## src/rtl/retire_trace_buffer.sv

```systemverilog
// retire_trace_buffer: circular capture of retired {pc,instr,alu} tuples with trigger freeze and oldest-first readback
module retire_trace_buffer #(
   parameter int XLEN = 32,
   parameter int DEPTH = 16,
   parameter int POST_TRIG = 8,
   localparam int AW = $clog2(DEPTH)
) (
   input  logic            clk,
   input  logic            rst,
   input  logic            arm_i,
   input  logic            trig_i,
   input  logic            trig_pc_en_i,
   input  logic [XLEN-1:0] trig_pc_i,
   input  logic            ret_valid_i,
   input  logic [XLEN-1:0] ret_pc_i,
   input  logic [31:0]     ret_instr_i,
   input  logic [XLEN-1:0] ret_alu_i,
   input  logic            rd_en_i,
   input  logic [AW-1:0]   rd_idx_i,
   output logic            rd_valid_o,
   output logic [XLEN-1:0] rd_pc_o,
   output logic [31:0]     rd_instr_o,
   output logic [XLEN-1:0] rd_alu_o,
   output logic [1:0]      state_o,
   output logic [AW:0]     count_o,
   output logic [AW-1:0]   trig_idx_o,
   output logic            done_o
);
   typedef enum logic [1:0] {IDLE, ARMED, POST, DONE} state_e;
   localparam logic [AW:0] FULL = (AW+1)'(DEPTH);
   localparam logic [AW:0] PT1 = (AW+1)'(POST_TRIG + 1);
   state_e state_q, state_d;
   logic [AW-1:0] wr_ptr_q, wr_ptr_d, oldest, addr;
   logic [AW:0] count_q, count_d, post_q, post_d, trig_off;
   logic done_q, we, trig, hit, rd_ok;
   logic rd_valid_q, rd_valid_d;
   logic [XLEN-1:0] rd_pc_q, rd_pc_d, rd_alu_q, rd_alu_d;
   logic [31:0] rd_instr_q, rd_instr_d;
   logic [XLEN-1:0] mem_pc [DEPTH];
   logic [31:0] mem_instr [DEPTH];
   logic [XLEN-1:0] mem_alu [DEPTH];
   assign we = !arm_i && ret_valid_i && (state_q == ARMED || state_q == POST);
   assign trig = trig_i || (trig_pc_en_i && ret_valid_i && ret_pc_i == trig_pc_i);
   // Once full, the write pointer sits on the oldest entry
   assign oldest = (count_q == FULL) ? wr_ptr_q : '0;
   assign addr = oldest + rd_idx_i;
   assign hit = {1'b0, rd_idx_i} < count_q;
   assign rd_ok = rd_en_i && state_q == DONE;
   always_comb begin
      state_d = state_q;
      post_d = post_q;
      wr_ptr_d = we ? wr_ptr_q + AW'(1) : wr_ptr_q;
      count_d = (we && count_q != FULL) ? count_q + (AW+1)'(1) : count_q;
      if (arm_i) begin
         state_d = ARMED;
         wr_ptr_d = '0;
         count_d = '0;
      end else if (state_q == ARMED && trig) begin
         post_d = PT1 - (AW+1)'(ret_valid_i);
         state_d = (post_d == '0) ? DONE : POST;
      end else if (state_q == POST && ret_valid_i) begin
         post_d = post_q - (AW+1)'(1);
         state_d = (post_d == '0) ? DONE : POST;
      end
   end
   always_comb begin
      rd_valid_d = rd_ok;
      rd_pc_d = rd_en_i ? ((rd_ok && hit) ? mem_pc[addr] : '0) : rd_pc_q;
      rd_instr_d = rd_en_i ? ((rd_ok && hit) ? mem_instr[addr] : '0) : rd_instr_q;
      rd_alu_d = rd_en_i ? ((rd_ok && hit) ? mem_alu[addr] : '0) : rd_alu_q;
   end
   always_ff @(posedge clk) begin
      if (rst) begin
         state_q <= IDLE;
         wr_ptr_q <= '0;
         count_q <= '0;
         post_q <= '0;
         done_q <= 1'b0;
         rd_valid_q <= 1'b0;
         rd_pc_q <= '0;
         rd_instr_q <= '0;
         rd_alu_q <= '0;
      end else begin
         state_q <= state_d;
         wr_ptr_q <= wr_ptr_d;
         count_q <= count_d;
         post_q <= post_d;
         done_q <= state_d == DONE;
         rd_valid_q <= rd_valid_d;
         rd_pc_q <= rd_pc_d;
         rd_instr_q <= rd_instr_d;
         rd_alu_q <= rd_alu_d;
      end
   end
   always_ff @(posedge clk) begin
      if (we) begin
         mem_pc[wr_ptr_q] <= ret_pc_i;
         mem_instr[wr_ptr_q] <= ret_instr_i;
         mem_alu[wr_ptr_q] <= ret_alu_i;
      end
   end
   assign trig_off = count_q - PT1;
   assign trig_idx_o = (state_q == DONE) ? trig_off[AW-1:0] : '0;
   assign state_o = state_q;
   assign count_o = count_q;
   assign done_o = done_q;
   assign rd_valid_o = rd_valid_q;
   assign rd_pc_o = rd_pc_q;
   assign rd_instr_o = rd_instr_q;
   assign rd_alu_o = rd_alu_q;
endmodule
```

## config.mk

```make
export PLATFORM = sky130hd
export DESIGN_NAME = retire_trace_buffer
export DESIGN_NICKNAME = d
export VERILOG_FILES = /design/src/rtl/retire_trace_buffer.sv
export SDC_FILE = /design/constraint.sdc
export NUM_CORES = 1
export LEC_CHECK = 0
export BUFFER_PORTS_ARGS = -buffer_cell sky130_fd_sc_hd__buf_2
export CAP_MARGIN = 20
export CORE_UTILIZATION = 47
export DETAILED_ROUTE_END_ITERATION = 16
export PLACE_DENSITY = 0.68
export SLEW_MARGIN = 40
export SYNTH_ARGS = -nofsm -noshare
export SYNTH_HDL_FRONTEND = slang
export SYNTH_SLANG_ARGS = --single-unit
```

## constraint.sdc

```tcl
create_clock -name clk -period 22.8 [get_ports clk]
set_input_delay 1.14 -clock clk [delete_from_list [all_inputs] [get_ports clk]]
set_output_delay 1.14 -clock clk [all_outputs]
set_load 0.1 [all_outputs]
```

---- Word level (Yosys, flattened, before mapping) ----
Memory sizes are Yosys's and may differ from the RTL's.
Index checks and enable logic that the tools add are counted.
word-level totals
  register bits after elaboration ......... 114
  bits in latches ......................... 0
  RAM bits ................................ 1,536
  bits in read-only memories .............. 0
  output and inout port bits .............. 109
  logic and storage cells ................. 58
  memories kept ........................... 3
memories
  name       words  bits a word  read ports  clocked after memory_dff  write ports  line  text
  mem_alu    16     32           1           0                         1            41    logic [XLEN-1:0] mem_alu [DEPTH];
  mem_instr  16     32           1           0                         1            40    logic [31:0] mem_instr [DEPTH];
  mem_pc     16     32           1           0                         1            39    logic [XLEN-1:0] mem_pc [DEPTH];
operators by class
  add/sub/neg operators ................... 6
  multiply operators ...................... 0
  div/mod/pow operators ................... 0
  magnitude comparators ................... 1
  eq/ne operators ......................... 7
  shift-type cells ........................ 0
  muxes and demuxes ....................... 14
  bitwise logic cells ..................... 1
  reductions and logical operators ........ 17
operators by type and width
  cell                                                 count
  two-way mux 32 bit                                   3
  equality test 32 bit                                 1
  logical NOT 5 bit                                    2
  two-way mux 5 bit                                    2
  logical AND 1 bit                                    9
  two-way mux 4 bit                                    2
  equality test 2 bit, second input constant           3
  two-way mux 2 bit                                    3
  adder 5 x 1 -> 5 bit, second input constant          1
  equality test 5 bit, second input constant           1
  < comparator 4 x 5 -> 1 bit                          1
  != test 5 bit, second input constant                 1
  subtractor 4 x 1 -> 5 bit, first input constant      1
  subtractor 5 x 1 -> 5 bit, second input constant     1
  adder 4 x 1 -> 4 bit, second input constant          1
  adder 4 bit                                          1
  two-way mux 1 bit                                    4
  subtractor 4 bit, second input constant              1
  equality test 2 x 1 -> 1 bit, second input constant  1
  logical OR 1 bit                                     2
  AND reduction 2 bit                                  1
  nonzero test 2 bit                                   1
  OR reduction 2 bit                                   1
  logical NOT 1 bit                                    1
  NOT 1 bit                                            1

---- Longest topological paths before layout ----
Gate-level depths: netlist of the first run.
  depth in word-level cells ............... 7
  mapped depth ............................ 13
  mapped depth without buffers ............ 10

---- Worst setup path after synthesis of the first run ----
No wires, ideal clock.
  path type ............................... register to register
  start point ............................. register state_q[0], in the netlist state_o[0]
  end point ............................... memory mem_alu[3][0], enable pin
  arrival time ............................ 8.661 ns
  data required time ...................... 22.132 ns
  setup slack ............................. 13.471 ns
  stages on the path, launching flop included .. 8
  period minus slack after synthesis ...... 9.329 ns
  cell sequence ........................... dfxtp_1 -> inv_1 -> ha_1 -> nor2b_1 -> nor2b_1 -> clkbuf_1 -> nand2_1 -> nor3_1
on the way
  longest elaborated chain between the ends .. 5
  elaborated cells between the ends (all ways) .. 6
  classes of those cells .................. eq/ne (2); mux (2); reduce/logical (2)
ends and longest elaborated chain
  what                                                                 line  text
  start: declaration                                                   32    state_e state_q, state_d;
  start signal: assignment                                             84    state_q <= state_d;
  equality test 2 x 1 -> 1 bit or equality test 2 bit (tied branches)  42    assign we = !arm_i && ret_valid_i && (state_q == ARMED || state_q == POST);
  logical OR 1 bit (*)                                                 42
  logical AND 1 bit (*)                                                42
  two-way mux 1 bit (*)                                                96    if (we) begin
  two-way mux 1 bit (implied by the code) (*)                          99    mem_alu[wr_ptr_q] <= ret_alu_i;
  end: declaration                                                     41
Every way passes the cells marked *; elsewhere a longest branch is shown, timed or not.

---- Final worst setup path of the first run ----
  start point ............................. register count_q[0], in the netlist count_o[0]
  end point ............................... register rd_alu_q[26], in the netlist rd_alu_o[26]
on the way
  longest elaborated chain between the ends .. 5
  elaborated cells between the ends (all ways) .. 7
  classes of those cells .................. add/sub (1); order compare (1); eq/ne (1); mux (2); reduce/logical (1); memory (1)
ends and longest elaborated chain
  what                      line  text
  start: declaration        34    logic [AW:0] count_q, count_d, post_q, post_d, trig_off;
  start signal: assignment  86    count_q <= count_d;
  equality test 5 bit       45    assign oldest = (count_q == FULL) ? wr_ptr_q : '0;
  two-way mux 4 bit         45
  adder 4 bit               46    assign addr = oldest + rd_idx_i;
  memory (16 x 32 bit)      -
  two-way mux 32 bit (*)    70    rd_alu_d = rd_en_i ? ((rd_ok && hit) ? mem_alu[addr] : '0) : rd_alu_q;
  end signal: assignment    92    rd_alu_q <= rd_alu_d;
  end: declaration          37    logic [XLEN-1:0] rd_pc_q, rd_pc_d, rd_alu_q, rd_alu_d;
Marks and branches as above.
A chain may end at the register's enable or synchronous reset.

==> results of run 1 <==
==> logic make-up after synthesis <==
| logic type | after synthesis | share of synthesized area |
|---|---|---|
| DFF | 1650 | 0.770 |
| and+or+nand+nor | 665 | 0.0502 |
| muxes | 385 | 0.138 |
| buffers and inverters | 188 | 0.0137 |
| AOI/OAI and AO/OA | 116 | 0.0174 |
| xor gates and xnor gates | 47 | 0.00679 |
| adders and majority gates | 19 | 0.00390 |
==> per-stage QoR <==
| step | worst slack [ns] | utilization | total power, uW | instances | hold slack, ns |
|---|---|---|---|---|---|
| 3_3_place_gp | 17.02 | 0.501 | 3630 | 4947 | 0.443 |
| 3_5_place_dp | 17.57 | 0.503 | 3640 | 4956 | 0.452 |
| 2_1_floorplan | 13.47 | - | 3540 | 3070 | 0.472 |
| 6_report | 17.64 | 0.544 | 6250 | 5273 | 0.463 |
| 4_1_cts | 17.57 | 0.544 | 6300 | 5262 | 0.466 |
| 5_1_grt | 17.38 | 0.544 | 6430 | 5266 | 0.487 |
==> power groups by stage <==
stage	logic [uW]	clock network [uW]	registers, uW
after global routing	278	2840	3310
after detailed placement	259	0	3380
final	256	2680	3310
after global placement	252	0	3380
after floorplan	154	0	3390
after CTS	259	2720	3310
==> worst max-delay path: stages (launching register included) <==
cell      delay, ns
dfxtp_1        0.50
inv_1          0.11
ha_1           0.20
and4bb_1       0.24
and2_1         0.20
ha_4           0.17
fa_4           1.16
buf_12         0.44
buf_16         0.37
buf_6          0.64
mux4_2         0.42
nand2_1        0.09
nand3b_1       0.11
a32o_1         0.25
==> worst paths after layout <==
kind / startpoint / end / slack [ns] / cells past startpoint
hold / removal: rd_pc_o[18] / rd_pc_o[18] / 0.46 / 1
hold reg to reg: rd_pc_o[18] / rd_pc_o[18] / 0.46 / 1
setup reg to reg: count_o[0] / rd_alu_o[26] / 17.64 / 13
setup / recovery: count_o[0] / rd_alu_o[26] / 17.64 / 13
==> Yosys cell counts (5+ instances only) <==
master | n | area share
nor3_1 | 9 | 0.00072
buf_1 | 9 | 0.00054
a21oi_1 | 5 | 0.00040
xor2_1 | 7 | 0.00098
dfxtp_1 | 114 | 0.036
nor2_1 | 27 | 0.0016
nand4_1 | 12 | 0.0012
inv_1 | 12 | 0.00072
edfxtp_1 | 1536 | 0.73
nor2b_1 | 6 | 0.00060
xnor2_1 | 38 | 0.0053
nand2_1 | 395 | 0.024
clkbuf_1 | 97 | 0.0058
ha_1 | 18 | 0.0036
mux4_2 | 384 | 0.14
buf_6 | 10 | 0.0018
buf_2 | 58 | 0.0046
nand3b_1 | 92 | 0.011
nand3_1 | 98 | 0.0078
and2_1 | 6 | 0.00060
a32o_1 | 97 | 0.015
==> state kept, by name, summed over array words and instances (netlist names) <==
signal / cells
mem_alu: 512
mem_instr: 512
mem_pc: 512
rd_alu_o: 32
rd_instr_o: 32
rd_pc_o: 32
count_o: 5
post_q: 5
wr_ptr_q: 4
state_o: 2
done_o: 1
rd_valid_o: 1
==> layout make-up <==
class / instances / area, um^2 / area share
inverters: 12 / 45.0 / 0.000626
flip-flops and latches: 1650 / 48400 / 0.673
repair buffers: 310 / 2120 / 0.0295
well taps: 1755 / 2200 / 0.0305
clock inverters: 83 / 906 / 0.0126
multi-input cells: 1232 / 13800 / 0.192
diodes: 8 / 20.0 / 0.000278
clock buffers: 223 / 4460 / 0.0620
==> layer usage <==
| layer | wire [um] | global-route usage | vias up |
|---|---|---|---|
| met3 | 13500 | 0.0506 | 208 |
| met1 | 61400 | 0.317 | 16500 |
| met5 | 185 | 0 | - |
| met4 | 2860 | 0.0582 | 30 |
| li1 | - | - | 13100 |
| met2 | 70000 | 0.344 | 1266 |
==> results.yml, run 1 <==
clocking:
  post-cts-setup-buffer-count: 0
  htree_levels: 4
  cts_max_path_buffers: 3
  ctsHoldBuffers: 0
  cts_sinks: 1650
  root_buffer: "clkbuf_16"
  clkSlewWorstSetupHoldPaths_ns: 0.06
  cts_resized: 0
  clk_latency_ns: 0.77
  tritoncts.num_buffers: 164
  cts_tree: "yes"
die:
  die_h_um: 368
  die-area_mm2: 0.135
  start_util: 0.476
  rows: 133
  ios: 248
  coreArea_mm2: 0.132
  fp.dieW_um: 368
synth:
  synth-main-ff-cell: "edfxtp_1"
  synth_enable_flop_cells: 1536
  syn_avg_cell_area_um2: 20.5
  synthDistinctLibCells: 42
  synth_cells: 3070
  syn_nets: 3228
  async_reset_ff_frac: 0
  yosys_warnings: 0
  ys_seq_area_frac: 0.770
  synth_area_mm2: 0.0628
  ys_seq_elements: 1650
global_routing:
  grt-ovfl-total: 0
  grt_start_max_net_pins: 132
  grt_pass1_wl_um: 217000
  antenna_found_initial: 30
  track_usage: 0.221
  first_global_vias: 32300
timing:
  min_period_ns: 5.16
  tns_ns: 0
  worstMarginPinSlew_ns: 0.908
  hold_violations: 0
  slew_violations: 0
  setup_violations: 0
  fin_worst_skew_ns: 0.0270
  max_freq_ghz: 0.194
  relSlewSlack: 0.394
  finalCritPeriodShare: 0.227
  rsz0062_at_grt: "no"
setup_path:
  crit_type: "register to register"
  worstPathArrival_ns: 5.81
  start_kind: "register"
  path_max_fanout: 75
  worst_setup_path_end_kind: "register"
  cp_data_required_time_ns: 23.44
place:
  gp_congestion: 0.730
  hpwlAfterDp_um: 73400
  port_buffers: 247
  placed_area_mm2: 0.0665
cells_and_area:
  final_common_cell: "edfxtp_1"
  most-common-layout-cells: "edfxtp_1, nand2_1, mux4_2"
  fin_area_mm2: 0.0719
  final_layout_size_suffix_gt1_frac: 0.274
  nets: 3528
  fill_cells: 10100
  syn_to_final_growth_pct: 14.5
detailed_routing:
  routed_wl_um: 148000
  ant_nets: 0
  drc: 0
  vias: 31100
  drtIter0Drc: 3329
  wl_per_cell_um: 28.1
  via_per_inst: 5.90
  dr.pass1.iters: 7
pwr:
  pwr-share-seq: 0.530
  p_sw_uw: 1270
  leakage_uw: 0.0234
  p_int_uw: 4980
  power_frac_comb: 0.041
  switching_share: 0.203
  p_per_area_mw_per_mm2: 86.9
  clockPowerShare: 0.429
  vdd_drop_max_v: 0.0000695
outcome:
  status: "complete, no violations"
flow_run:
  maxCapViolations: 0
min_path:
  min_path_type: "register to register"
(Power assumes the default switching activity.)
==> run 2, diff against run 1 <==
clock period = 4.9 ns   (was 22.8 ns; I/O delays follow)
==> results.yml, run 2 (synthesis gave the netlist of run 1 again) <==
timing:
  max_freq_ghz: 0.255
  rsz0062_at_grt: "no"
  setup_violations: 0
  fin_worst_skew_ns: 0.0298
  tns_ns: 0
  relSlewSlack: 0.444
  worstMarginPinSlew_ns: 0.826
  hold_violations: 0
  finalCritPeriodShare: 0.801
  slew_violations: 0
  hold_slack_ns: 0.255
  min_period_ns: 3.92
setup_path:
  cp_data_required_time_ns: 5.55
  worstPathArrival_ns: 4.58
  r2r_setup_slack_ns: 0.98
  cp_common_cell: "buf_12"
  worst_setup_path_end_kind: "register"
  start_kind: "register"
  max_stage_delay_ns: 0.94
  worst-path-stages: 12
  crit_start: "count_o[0]"
  rr_startpoint: "count_o[0]"
  path_max_fanout: 57
  crit_path_end: "rd_pc_o[10]"
  rr_endpoint: "rd_pc_o[10]"
  cpLargestDelayFamily: "adder cells"
  crit_slowest_cell: "fa_4"
  crit_type: "register to register"
  r2r_cells: 12
  path_buf_inv: 3
  crit_chain: "inv_1, ha_1, and4bb_1, and2_1, ha_4, fa_4, buf_12, buf_12, mux4_2, nand2_1, nand3_1, a32o_1"
place:
  hpwlAfterDp_um: 74800
  gp_congestion: 0.726
  port_buffers: 247
clocking:
  root_buffer: "clkbuf_16"
  cts_sinks: 1650
  clkSlewWorstSetupHoldPaths_ns: 0.06
  tritoncts.num_buffers: 166
  cts_tree: "yes"
  cts_max_path_buffers: 3
  htree_levels: 4
  clk_latency_ns: 0.78
outcome:
  status: "complete, no violations"
cells_and_area:
  most-common-layout-cells: "edfxtp_1, nand2_1, mux4_2"
  final_common_cell: "edfxtp_1"
  reg_top3: "mem_alu x512, mem_instr x512, mem_pc x512"
  nets: 3672
  seq_area_mm2: 0.0484
  fill_cells: 9965
  final_layout_size_suffix_gt1_frac: 0.277
  syn_to_final_growth_pct: 17.3
  multiInputGateArea_mm2: 0.0138
global_routing:
  first_global_vias: 32500
  antenna_found_initial: 11
  grt-ovfl-total: 0
  track_usage: 0.220
  grt_start_max_net_pins: 105
  grt_pass1_wl_um: 217000
pwr:
  p_sw_uw: 6000
  total_power_uw: 29300
  p_per_area_mw_per_mm2: 398
  power_frac_comb: 0.044
  vdd_drop_max_v: 0.000360
  switching_share: 0.204
  clockPowerShare: 0.430
  leakage_uw: 0.0241
  pwr-share-seq: 0.526
  p_int_uw: 23300
die:
  die-area_mm2: 0.135
  coreArea_mm2: 0.132
  rows: 133
  ios: 248
  die_h_um: 368
  start_util: 0.476
  fp.dieW_um: 368
detailed_routing:
  routed_wl_um: 148000
  drtIter0Drc: 3050
  wl_per_cell_um: 27.3
  dr.pass1.iters: 5
  ant_nets: 0
  drc: 0
  via_per_inst: 5.87
  vias: 31800
min_path:
  whs_path_depth: 4
  min_path_type: "input pin to register"
flow_run:
  maxCapViolations: 0
## run 2: changes by cell type in the layout (fill, tap and decap cells not counted), moves of 4 or more
| cell | previous run | this run |
|---|---|---|
| clkinvlp_4 | 3 | 8 |
| buf_12 | 15 | 54 |
| nor3_2 | 4 | 0 |
| buf_4 | 14 | 42 |
| clkinv_2 | 27 | 20 |
| clkbuf_8 | 7 | 22 |
| buf_6 | 28 | 5 |
| clkbuf_16 | 167 | 171 |
| dlygate4sd3_1 | 0 | 101 |
| nor3_4 | 0 | 4 |
| buf_16 | 6 | 1 |
| clkbuf_1 | 49 | 45 |
| bufinv_16 | 17 | 12 |
## run 2: layer usage
metal | track usage | part of all wire
met5 | 0 | 0.00062
met4 | 0.0513 | 0.017
met3 | 0.0384 | 0.068
met2 | 0.345 | 0.47
met1 | 0.325 | 0.44
## run 2: cell type report
| cell class | count | area share |
|---|---|---|
| sequential | 1650 | 0.657 |
| multi-input combinational | 1232 | 0.187 |
| clock buffer | 238 | 0.0645 |
| timing repair buffer | 452 | 0.0510 |
| tap | 1755 | 0.0298 |
| clock inverter | 72 | 0.00995 |
| inverter | 12 | 0.000611 |
| antenna | 6 | 0.000204 |
## run 2: stage by stage
| step | area, um^2 | cells | worst slack (ns) | utilization |
|---|---|---|---|---|
| 2_1_floorplan | 62900 | 3070 | 0.0468 | - |
| 3_3_place_gp | 67100 | 4995 | 1.11 | 0.508 |
| 3_5_place_dp | 67200 | 4999 | 1.00 | 0.508 |
| 4_1_cts | 73700 | 5410 | 0.982 | 0.557 |
| 5_1_grt | 73700 | 5411 | 0.833 | 0.558 |
| 6_report | 73700 | 5417 | 0.977 | 0.558 |
## run 2: how the worst min path moves through the flow
stage                       from       endpoint
global placement      rd_pc_o[5]     rd_pc_o[5]
global route              trig_i      post_q[0]
finish                    trig_i      post_q[0]
CTS                       trig_i      post_q[0]
floorplan           ret_alu_i[0]  mem_alu[0][0]
detailed placement    rd_pc_o[6]     rd_pc_o[6]
## run 2: worst register-to-register path, cell delays in order, from the launching register on
cell	delay [ns]
dfxtp_1	0.48
inv_1	0.11
ha_1	0.20
and4bb_1	0.23
and2_1	0.20
ha_4	0.17
fa_4	0.94
buf_12	0.24
buf_12	0.38
mux4_2	0.40
nand2_1	0.09
nand3_1	0.08
a32o_1	0.29
## run 2: power by group through the flow
stage                     logic [uW]  clock network (uW)  registers [uW]
after floorplan                  716                   0           15700
after global placement          1210                   0           15700
after detailed placement        1230                   0           15700
after CTS                       1310               12800           15400
after global routing            1400               13400           15400
final                           1290               12600           15400
## run 2: what timing repair did
action,in CTS,in global routing
buffers inserted,0,0
hold buffers,101,0
endpoints found under the hold margin,1551,0
gates resized for setup,0,0
